## config.mk

```make
export PLATFORM = sky130hd
export DESIGN_NAME = mem_watch_monitor
export DESIGN_NICKNAME = d
export VERILOG_FILES = /design/src/rtl/mem_watch_monitor.sv
export SDC_FILE = /design/constraint.sdc
export NUM_CORES = 1
export LEC_CHECK = 0
export BUFFER_PORTS_ARGS = -buffer_cell sky130_fd_sc_hd__clkbuf_2
export CAP_MARGIN = 20
export CORE_AREA = 2 2 231 233
export DETAILED_ROUTE_END_ITERATION = 16
export DIE_AREA = 0 0 233 235
export GPL_ROUTABILITY_DRIVEN = 0
export PLACE_DENSITY_LB_ADDON = 0.3
export REMOVE_ABC_BUFFERS = 1
export SETUP_SLACK_MARGIN = 0.1
export SLEW_MARGIN = 30
export SYNTH_ARGS = -nofsm -noshare
export SYNTH_HDL_FRONTEND = slang
export SYNTH_SLANG_ARGS = --single-unit
export TNS_END_PERCENT = 1
```

## constraint.sdc

```tcl
create_clock -name i_clk -period 6.8 [get_ports i_clk]
set_input_delay 1.36 -clock i_clk [delete_from_list [all_inputs] [get_ports i_clk]]
set_output_delay 1.36 -clock i_clk [all_outputs]
set_load 0.03 [all_outputs]
```

## src/rtl/mem_watch_monitor.sv

```systemverilog
// Snoops a data-memory write port and captures writes to a window of watched words.
// Stops capturing once the processor PC has stayed unchanged for P_HALT_CYC compares.
//
// state  | meaning
// IDLE   | waiting for i_arm; writes ignored
// RUN    | capturing watched writes, counting cycles, watching for PC stall
// HALTED | PC stall detected; captures frozen until re-armed
module mem_watch_monitor #(
  parameter int P_DATA_W    = 32,
  parameter int P_NUM_CH    = 4,
  parameter int P_BASE_WORD = 50,
  parameter int P_CNT_W     = 16,
  parameter int P_HALT_CYC  = 8
) (
  input  logic                         i_clk,
  input  logic                         i_rst_n,
  input  logic                         i_arm,
  input  logic                         i_clear,
  input  logic                         i_mem_we,
  input  logic [P_DATA_W-1:0]          i_mem_addr,
  input  logic [P_DATA_W-1:0]          i_mem_wdata,
  input  logic [P_DATA_W-1:0]          i_pc,
  input  logic [3:0]                   i_sel,
  output logic [P_NUM_CH*P_DATA_W-1:0] o_ch_data,
  output logic [P_NUM_CH-1:0]          o_ch_valid,
  output logic [P_NUM_CH*P_CNT_W-1:0]  o_ch_wcnt,
  output logic [P_DATA_W-1:0]          o_sel_data,
  output logic [31:0]                  o_cycle_cnt,
  output logic [1:0]                   o_state,
  output logic                         o_halted
);

  localparam int LP_WORD_W  = P_DATA_W - 2;
  localparam int LP_STALL_W = $clog2(P_HALT_CYC);
  localparam logic [LP_STALL_W-1:0] LP_STALL_TC = LP_STALL_W'(P_HALT_CYC - 1);

  typedef enum logic [1:0] {
    S_IDLE   = 2'b00,
    S_RUN    = 2'b01,
    S_HALTED = 2'b10
  } state_t;

  state_t                  r_state;
  state_t                  w_state_nxt;
  logic [P_DATA_W-1:0]     r_ch_data [P_NUM_CH];
  logic [P_CNT_W-1:0]      r_ch_wcnt [P_NUM_CH];
  logic [P_NUM_CH-1:0]     r_ch_valid;
  logic [31:0]             r_cycle_cnt;
  logic [P_DATA_W-1:0]     r_prev_pc;
  logic [LP_STALL_W-1:0]   r_stall_cnt;

  logic                    w_pc_same;
  logic                    w_halt;
  logic [P_NUM_CH-1:0]     w_hit;
  logic [LP_WORD_W-1:0]    w_word;
  logic [1:0]              w_unused_addr;

  // Byte-lane bits do not select a word
  assign w_word        = i_mem_addr[P_DATA_W-1:2];
  assign w_unused_addr = i_mem_addr[1:0];

  assign w_pc_same = (i_pc == r_prev_pc);
  assign w_halt    = (r_state == S_RUN) && w_pc_same && (r_stall_cnt == LP_STALL_TC);

  always_comb begin
    w_hit = '0;
    for (int k = 0; k < P_NUM_CH; k++) begin
      w_hit[k] = (r_state == S_RUN) && i_mem_we &&
                 (w_word == LP_WORD_W'(P_BASE_WORD + k));
    end
  end

  always_comb begin
    w_state_nxt = r_state;
    case (r_state)
      S_IDLE:   if (i_arm)  w_state_nxt = S_RUN;
      S_RUN:    if (w_halt) w_state_nxt = S_HALTED;
      S_HALTED: if (i_arm)  w_state_nxt = S_RUN;
      default:              w_state_nxt = S_IDLE;
    endcase
    if (i_clear) w_state_nxt = S_IDLE;
  end

  // Clear has the same effect as reset and overrides a simultaneous arm
  always_ff @(posedge i_clk) begin
    if (!i_rst_n || i_clear) begin
      r_state     <= S_IDLE;
      r_ch_valid  <= '0;
      r_cycle_cnt <= '0;
      r_prev_pc   <= '0;
      r_stall_cnt <= '0;
      for (int k = 0; k < P_NUM_CH; k++) begin
        r_ch_data[k] <= '0;
        r_ch_wcnt[k] <= '0;
      end
    end else begin
      r_state   <= w_state_nxt;
      r_prev_pc <= i_pc;

      if ((r_state == S_RUN) && w_pc_same && !w_halt)
        r_stall_cnt <= r_stall_cnt + LP_STALL_W'(1);
      else
        r_stall_cnt <= '0;

      if ((r_state == S_RUN) && (r_cycle_cnt != 32'hFFFF_FFFF))
        r_cycle_cnt <= r_cycle_cnt + 32'd1;

      for (int k = 0; k < P_NUM_CH; k++) begin
        if (w_hit[k]) begin
          r_ch_data[k]  <= i_mem_wdata;
          r_ch_valid[k] <= 1'b1;
          if (r_ch_wcnt[k] != '1)
            r_ch_wcnt[k] <= r_ch_wcnt[k] + P_CNT_W'(1);
        end
      end
    end
  end

  genvar g;
  generate
    for (g = 0; g < P_NUM_CH; g++) begin : g_pack
      assign o_ch_data[g*P_DATA_W +: P_DATA_W] = r_ch_data[g];
      assign o_ch_wcnt[g*P_CNT_W +: P_CNT_W]   = r_ch_wcnt[g];
    end
  endgenerate

  always_comb begin
    o_sel_data = '0;
    for (int k = 0; k < P_NUM_CH; k++) begin
      if (i_sel == 4'(k)) o_sel_data = r_ch_data[k];
    end
  end

  assign o_ch_valid  = r_ch_valid;
  assign o_cycle_cnt = r_cycle_cnt;
  assign o_state     = r_state;
  assign o_halted    = (r_state == S_HALTED);

endmodule

```

After elaboration in Yosys (flattened, before gate mapping). Memory sizes are Yosys's and may differ from the RTL's. Index checks and enable logic that the tools add are counted.

Bits in registers: 73. Word-level logic and storage cells: 106. Memories: 2. Bits in writable memories: 192. Output and inout port bits: 263. Bits of input ports: 105.

Equality and inequality tests: 18. Multiplexer cells: 45. Add/sub/neg operators: 6. Bitwise logic cells: 9. Reduce and logical (&&, ||, !) cells: 18.

Memories: r_ch_data (depth 4, bits a word 32, rd ports 4, clocked after Yosys merged registers in 0, wr ports 4, RTL line 45) `logic [P_DATA_W-1:0] r_ch_data [P_NUM_CH];`; r_ch_wcnt (depth 4, bits a word 16, rd ports 4, clocked after Yosys merged registers in 0, wr ports 4, RTL line 46) `logic [P_CNT_W-1:0] r_ch_wcnt [P_NUM_CH];`.

Operator list (number): $mux 32 (8); $eq 30x6->1 const B (4); $add 16x1->16 const B (4); $mux 16 (4); $ne 16x16->1 const B (4); $add 32x1->32 const B (1); $eq 32x32->1 (1); $ne 32x32->1 const B (1); $mux 1 (30); $logic_and 1x1->1 (9); $eq 4x2->1 const B (2); $or 1x1->1 (8); $reduce_or 2->1 (3); $eq 4x1->1 const B (1); $logic_not 4->1 (1); $mux 2 (2); $pmux 2 s2 (1); $add 3x1->3 const B (1); $eq 3x3->1 const B (1); $eq 2x1->1 const B (1); $eq 2x2->1 const B (1); $logic_not 1->1 (2); $logic_not 2->1 (1); $ne 2x1->1 const B (1); 4 further kinds (4).

Depth between registers and ports, before layout. Gate-level depths: netlist of the first run.

Depth after elaboration: 7. Depth in mapped cells: 8. Mapped depth without buffers: 6.

Least setup slack after synthesis of the first run. OpenSTA, ideal clock, no wires.

Kind: input to register. Start: in i_mem_addr[9]. End: mem r_ch_wcnt[0][0], enable pin. Buffers on the path: 0. Data required time: 6389 ps. Stages: 5. Slack: 2813 ps. Arrival time: 3576 ps. Library setup time: 411 ps. Path through: nor4b_1 -> nand4_2 -> nor2_1 -> nand2_1 -> o21ai_0.

RTL lines: from (decl) (RTL line 20) `input logic [P_DATA_W-1:0] i_mem_addr,`; to (decl) (RTL line 46).

Worst setup path in the final report of the first run.
Start: in i_sel[0]. End: out o_sel_data[10].

Cells in the longest elaborated chain, start to end: 5. Elaborated cells between the ends (all ways): 8. Those cells by class: eq/ne (3); mux (4); reduce/logical (1).

RTL lines: from (decl) (RTL line 23) `input logic [3:0] i_sel,`; $logic_not 4->1 (RTL line 130) `if (i_sel == 4'(k)) o_sel_data = r_ch_data[k];`; $mux 32 (3 in a row) (RTL line 130); $mux 32 * (RTL line 130); to (decl) (RTL line 27) `output logic [P_DATA_W-1:0] o_sel_data,`.

Mark *: on every way between the ends. The rest lies on a longest branch, timed or not.

==> results of run 1 <==
## registers in the layout (all words and copies together) (netlist names)
signal       count
r_ch_data      128
o_ch_valid       4
r_prev_pc       32
r_ch_wcnt       64
o_cycle_cnt     32
r_stall_cnt      3
o_state          2
## Yosys cell counts, types with 28 or more instances
library cell  number  area share
and2_1           142       0.072
a21oi_1           28       0.011
nor2b_1           38       0.019
nand2_1           48       0.015
nand3_1           41       0.017
xnor2_1           36       0.025
and3_1            39       0.020
xor2_1            57       0.040
clkbuf_1          36       0.011
dfxtp_1           73        0.12
mux4_2            32       0.058
edfxtp_1         192        0.46
nor2_1            88       0.027
## report_power, final
| group | total (mW) | internal [mW] | switching, mW |
|---|---|---|---|
| clock network | 1.72 | 1.05 | 0.673 |
| registers | 1.83 | 1.79 | 0.0469 |
| logic | 0.346 | 0.112 | 0.235 |
| total | 3.90 | 2.95 | 0.954 |
## layer usage
metal  vias up  global-route usage  share of wire
met4         4              0.0347          0.021
li1       4445                   -              -
met3        51              0.0284          0.065
met5         -                   0        0.00061
met2       312               0.228           0.49
met1      4492               0.160           0.42
## final cells by class
type,count,area (µm²),area share
clock buffer,34,787,0.0489
clock inverter,21,256,0.0159
inverter,14,52.6,0.00326
multi-input combinational,704,5000,0.311
sequential,265,7230,0.449
tap,688,861,0.0535
timing repair buffer,376,1910,0.119
## logic make-up after synthesis
logic type                 after synthesis  share of synthesized area
and+or+nand+nor                        506                      0.238
buffers and inverters                   55                     0.0171
DFF                                    265                      0.582
AOI/OAI and AO/OA                       65                     0.0311
muxes                                   33                     0.0589
xor gates and xnor gates                93                     0.0656
adders and majority gates                7                    0.00706
## worst max-delay path, cell delays in order
cell and delay (ps):
clkbuf_2 520, buf_4 470, mux4_2 550, nor2b_1 150, clkbuf_2 220
## final timing paths
path	from	to	slack, ps	depth (start not counted)
worst max-delay path	i_sel[0]	o_sel_data[10]	2130	5
worst min register to register	r_stall_cnt[0]	r_stall_cnt[0]	430	1
worst min-delay path	r_stall_cnt[0]	r_stall_cnt[0]	430	1
worst max register to register	o_state[0]	r_ch_wcnt[0][15]	3730	6
==> impl_metrics.toml, run 1 <==
[critical_path]
arrival_ps = 3310
critPathKind = "in2out"
cp-start-kind = "input port"
worstPathRequired_ps = 5440
end_kind = "output pin"
cp_max_fo = 17

[cts]
post_cts_resized = 0
ctsHoldBuffers = 0
cts_root_buf = "clkbuf_16"
clk_latency_ps = 570
max-clock-path-buffers = 3
cts_tree = "yes"
ctsHtreeMaxLevel = 1
cts_buffers = 30
path_clk_slew_ps = 60
cts.sinks = 265
post-cts-setup-buffers = 0

[floorplan]
rows = 84
die_y_um = 235
die_area_um2 = 54800
core_area_um2 = 52200
pin_count = 368
start_util = 0.238
die_x_um = 233

[timing]
holdWs_ps = 432
setup-violations-final = 0
rsz0062_at_grt = "false"
relSlewSlack = 0.367
totalNegativeSetupSlack_ps = 0
slew_violations = 0
hold_viol = 0
fmax_mhz = 214
tightest_slew_ps = 950
min_period_over_period = 0.687
min_period_ps = 4670
fin_ws_ps = 2130
fin_worst_skew_ps = 9.51

[drt]
vias = 9304
via_per_inst = 4.43
routed_wirelength_um = 37600
postRouteAntennaNets = 0
drt-wirelength-per-cell_um = 17.9
drt_iter0_markers = 422
drc = 0
firstDrtPassIters = 5

[cells_and_area]
antenna_cells = 0
final_util = 0.308
fillers = 5320
instances_no_fill = 2102
layout_common_cells = "365 x clkbuf_2, 192 x edfxtp_1, 142 x and2_1"
mostFrequentLayoutCell = "clkbuf_2"
area_delta_synth_final_pct = 29.7
drive_gt1_frac = 0.341
layout.nets = 1503
design_area_um2 = 16100

[placed_design]
dp_hpwl_um = 27100
placed_area_um2 = 15100
portBuffers = 365
pre_cts_slack_ps = 2030
dpl.cell_count = 2047

[yosys]
synthesis.area_um2 = 12400
yosysWarnings = 0
async_reset_ff_frac = 0
synthFlopType = "edfxtp_1"
synth_enable_flop_cells = 192
synth_area_per_cell_um2 = 12.1
synth-seq-area-share = 0.582
syn_inst = 1024
synth.ff_latch_count = 265
synth_cell_types = 48

[grt]
grt_first_pass_wirelength_um = 55100
grt_pass1_vias = 8941
grt_util_all_layers = 0.130
grt.overflow.total = 0
grt_start_max_net_pins = 59
antenna_found_initial = 2

[run]
cap_violations = 0

[power_and_ir_drop]
leakagePower_nw = 6.70
power.total_mw = 3.90
ir_worst_vdd_v = 0.000172
powerDensity_nw_per_um2 = 242

[min_path]
hp-class = "reg2reg"

[outcome]
status = "finished clean"
Note: power is estimated with default switching activity, not from simulation.
==> inputs of run 2 (changes only) <==
clock period = 4.6 ns   (was 6.8 ns; I/O delays follow)
==> impl_metrics.toml, run 2 (same netlist as run 1, synthesis figures left out) <==
[placed_design]
dpl.cell_count = 2052
dp_hpwl_um = 27800
portBuffers = 365

[floorplan]
start_util = 0.238
rows = 84
pin_count = 368
core_area_um2 = 52200
die_y_um = 235
die_x_um = 233
die_area_um2 = 54800

[drt]
drt-wirelength-per-cell_um = 18.0
vias = 9399
via_per_inst = 4.45
firstDrtPassIters = 4
postRouteAntennaNets = 0
drc = 0
drt_iter0_markers = 418
routed_wirelength_um = 38000

[timing]
fin_worst_skew_ps = 14.3
holdWs_ps = 428
fmax_mhz = 287
tightest_slew_ps = 971
rsz0062_at_grt = "false"
setup-violations-final = 0
min_period_ps = 3490
hold_viol = 0
relSlewSlack = 0.352
min_period_over_period = 0.758
slew_violations = 0

[cells_and_area]
layout_common_cells = "365 x clkbuf_2, 192 x edfxtp_1, 142 x and2_1"
drive_gt1_frac = 0.341
top_regs = "r_ch_data x128, r_ch_wcnt x64"
regMostFlops = "r_ch_data"
instances_no_fill = 2110
largest_reg_flops = 128
area_delta_synth_final_pct = 29.8
layout.nets = 1508
mostFrequentLayoutCell = "clkbuf_2"

[critical_path]
cp_max_fo = 22
cp-start-kind = "input port"
crit_path_top_delay_cell = "mux4_2"
end_kind = "output pin"
critPathKind = "in2out"
worst_path_largest_cell_delay_ps = 520
cp_cell_sequence = "clkbuf_2 > buf_12 > mux4_2 > nor2b_1 > clkbuf_2"
arrival_ps = 2570
crit_start = "i_sel[0]"
worstPathRequired_ps = 3680
r2r_start = "o_state[0]"
cpMostUsedCell = "clkbuf_2"

[cts]
ctsHoldBuffers = 0
cts_buffers = 30
cts_tree = "yes"
path_clk_slew_ps = 60
ctsHtreeMaxLevel = 1
post-cts-setup-buffers = 0
max-clock-path-buffers = 3
post_cts_resized = 0
cts.sinks = 265
clk_latency_ps = 570
cts_root_buf = "clkbuf_16"

[grt]
grt.overflow.total = 0
grt_first_pass_wirelength_um = 56900
grt_pass1_vias = 9096
grt_start_max_net_pins = 59
grt_util_all_layers = 0.135
antenna_found_initial = 3

[power_and_ir_drop]
leakagePower_nw = 6.69
powerDensity_nw_per_um2 = 352
ir_worst_vdd_v = 0.000245

[min_path]
hp-class = "reg2reg"
min_from = "r_stall_cnt[0]"

[outcome]
status = "finished clean"

[run]
cap_violations = 0
## run 2: changes by cell type in the layout (fill, tap and decap cells not counted), moves of 3 or more
| cell | change |
|---|---|
| clkinv_2 | -4 |
| nand2_4 | -3 |
| clkinv_1 | +3 |
| buf_4 | +4 |
| nand2_2 | +3 |
## run 2: power by group
part / switching, mW / total [mW] / internal [mW]
Combinational: 0.346 / 0.516 / 0.170
Sequential: 0.0717 / 2.71 / 2.64
Clock: 0.992 / 2.44 / 1.45
## run 2: worst max-delay path: cells and delay by family
kind | cells | cell delay (ps)
buf+inv | 3 | 920
simple gates | 1 | 160
mux | 1 | 520
## run 2: path summary, 6_finish.rpt
kind / end / slack [ps] / depth (start not counted)
max reg2reg: r_ch_data[3][12] / 1820 / 5
max: o_sel_data[16] / 1110 / 5
min: r_stall_cnt[0] / 430 / 1
min reg2reg: r_stall_cnt[0] / 430 / 1
## run 2: cell type report
| class | count | area [µm²] |
|---|---|---|
| fillers | 5364 | 36100 |
| flip-flops and latches | 265 | 7230 |
| multi-input cells | 704 | 4990 |
| repair buffers | 381 | 1970 |
| well taps | 688 | 861 |
| clock buffers | 35 | 791 |
| clock inverters | 21 | 208 |
| inverters | 14 | 52.6 |
| diodes | 2 | 5.00 |
## run 2: routing by layer
metal,vias to the layer above,track usage,share of wire
met5,-,0,0.00024
met4,2,0.0351,0.021
met3,48,0.0285,0.064
met2,309,0.234,0.49
met1,4587,0.168,0.42
li1,4453,-,-
## run 2: stage by stage
step                      power [mW]  instance area (µm²)  TNS [ps]   util  setup WS (ps)
after global routing            5.89                16100         0  0.308            985
after CTS                       5.76                16100         0  0.308           1060
after detailed placement        3.29                15100         0  0.289           1020
final                           5.66                16100         0  0.308           1110
after floorplan                 3.05                12300    -39540      -           -280
after global placement          3.28                15100         0  0.289           1050
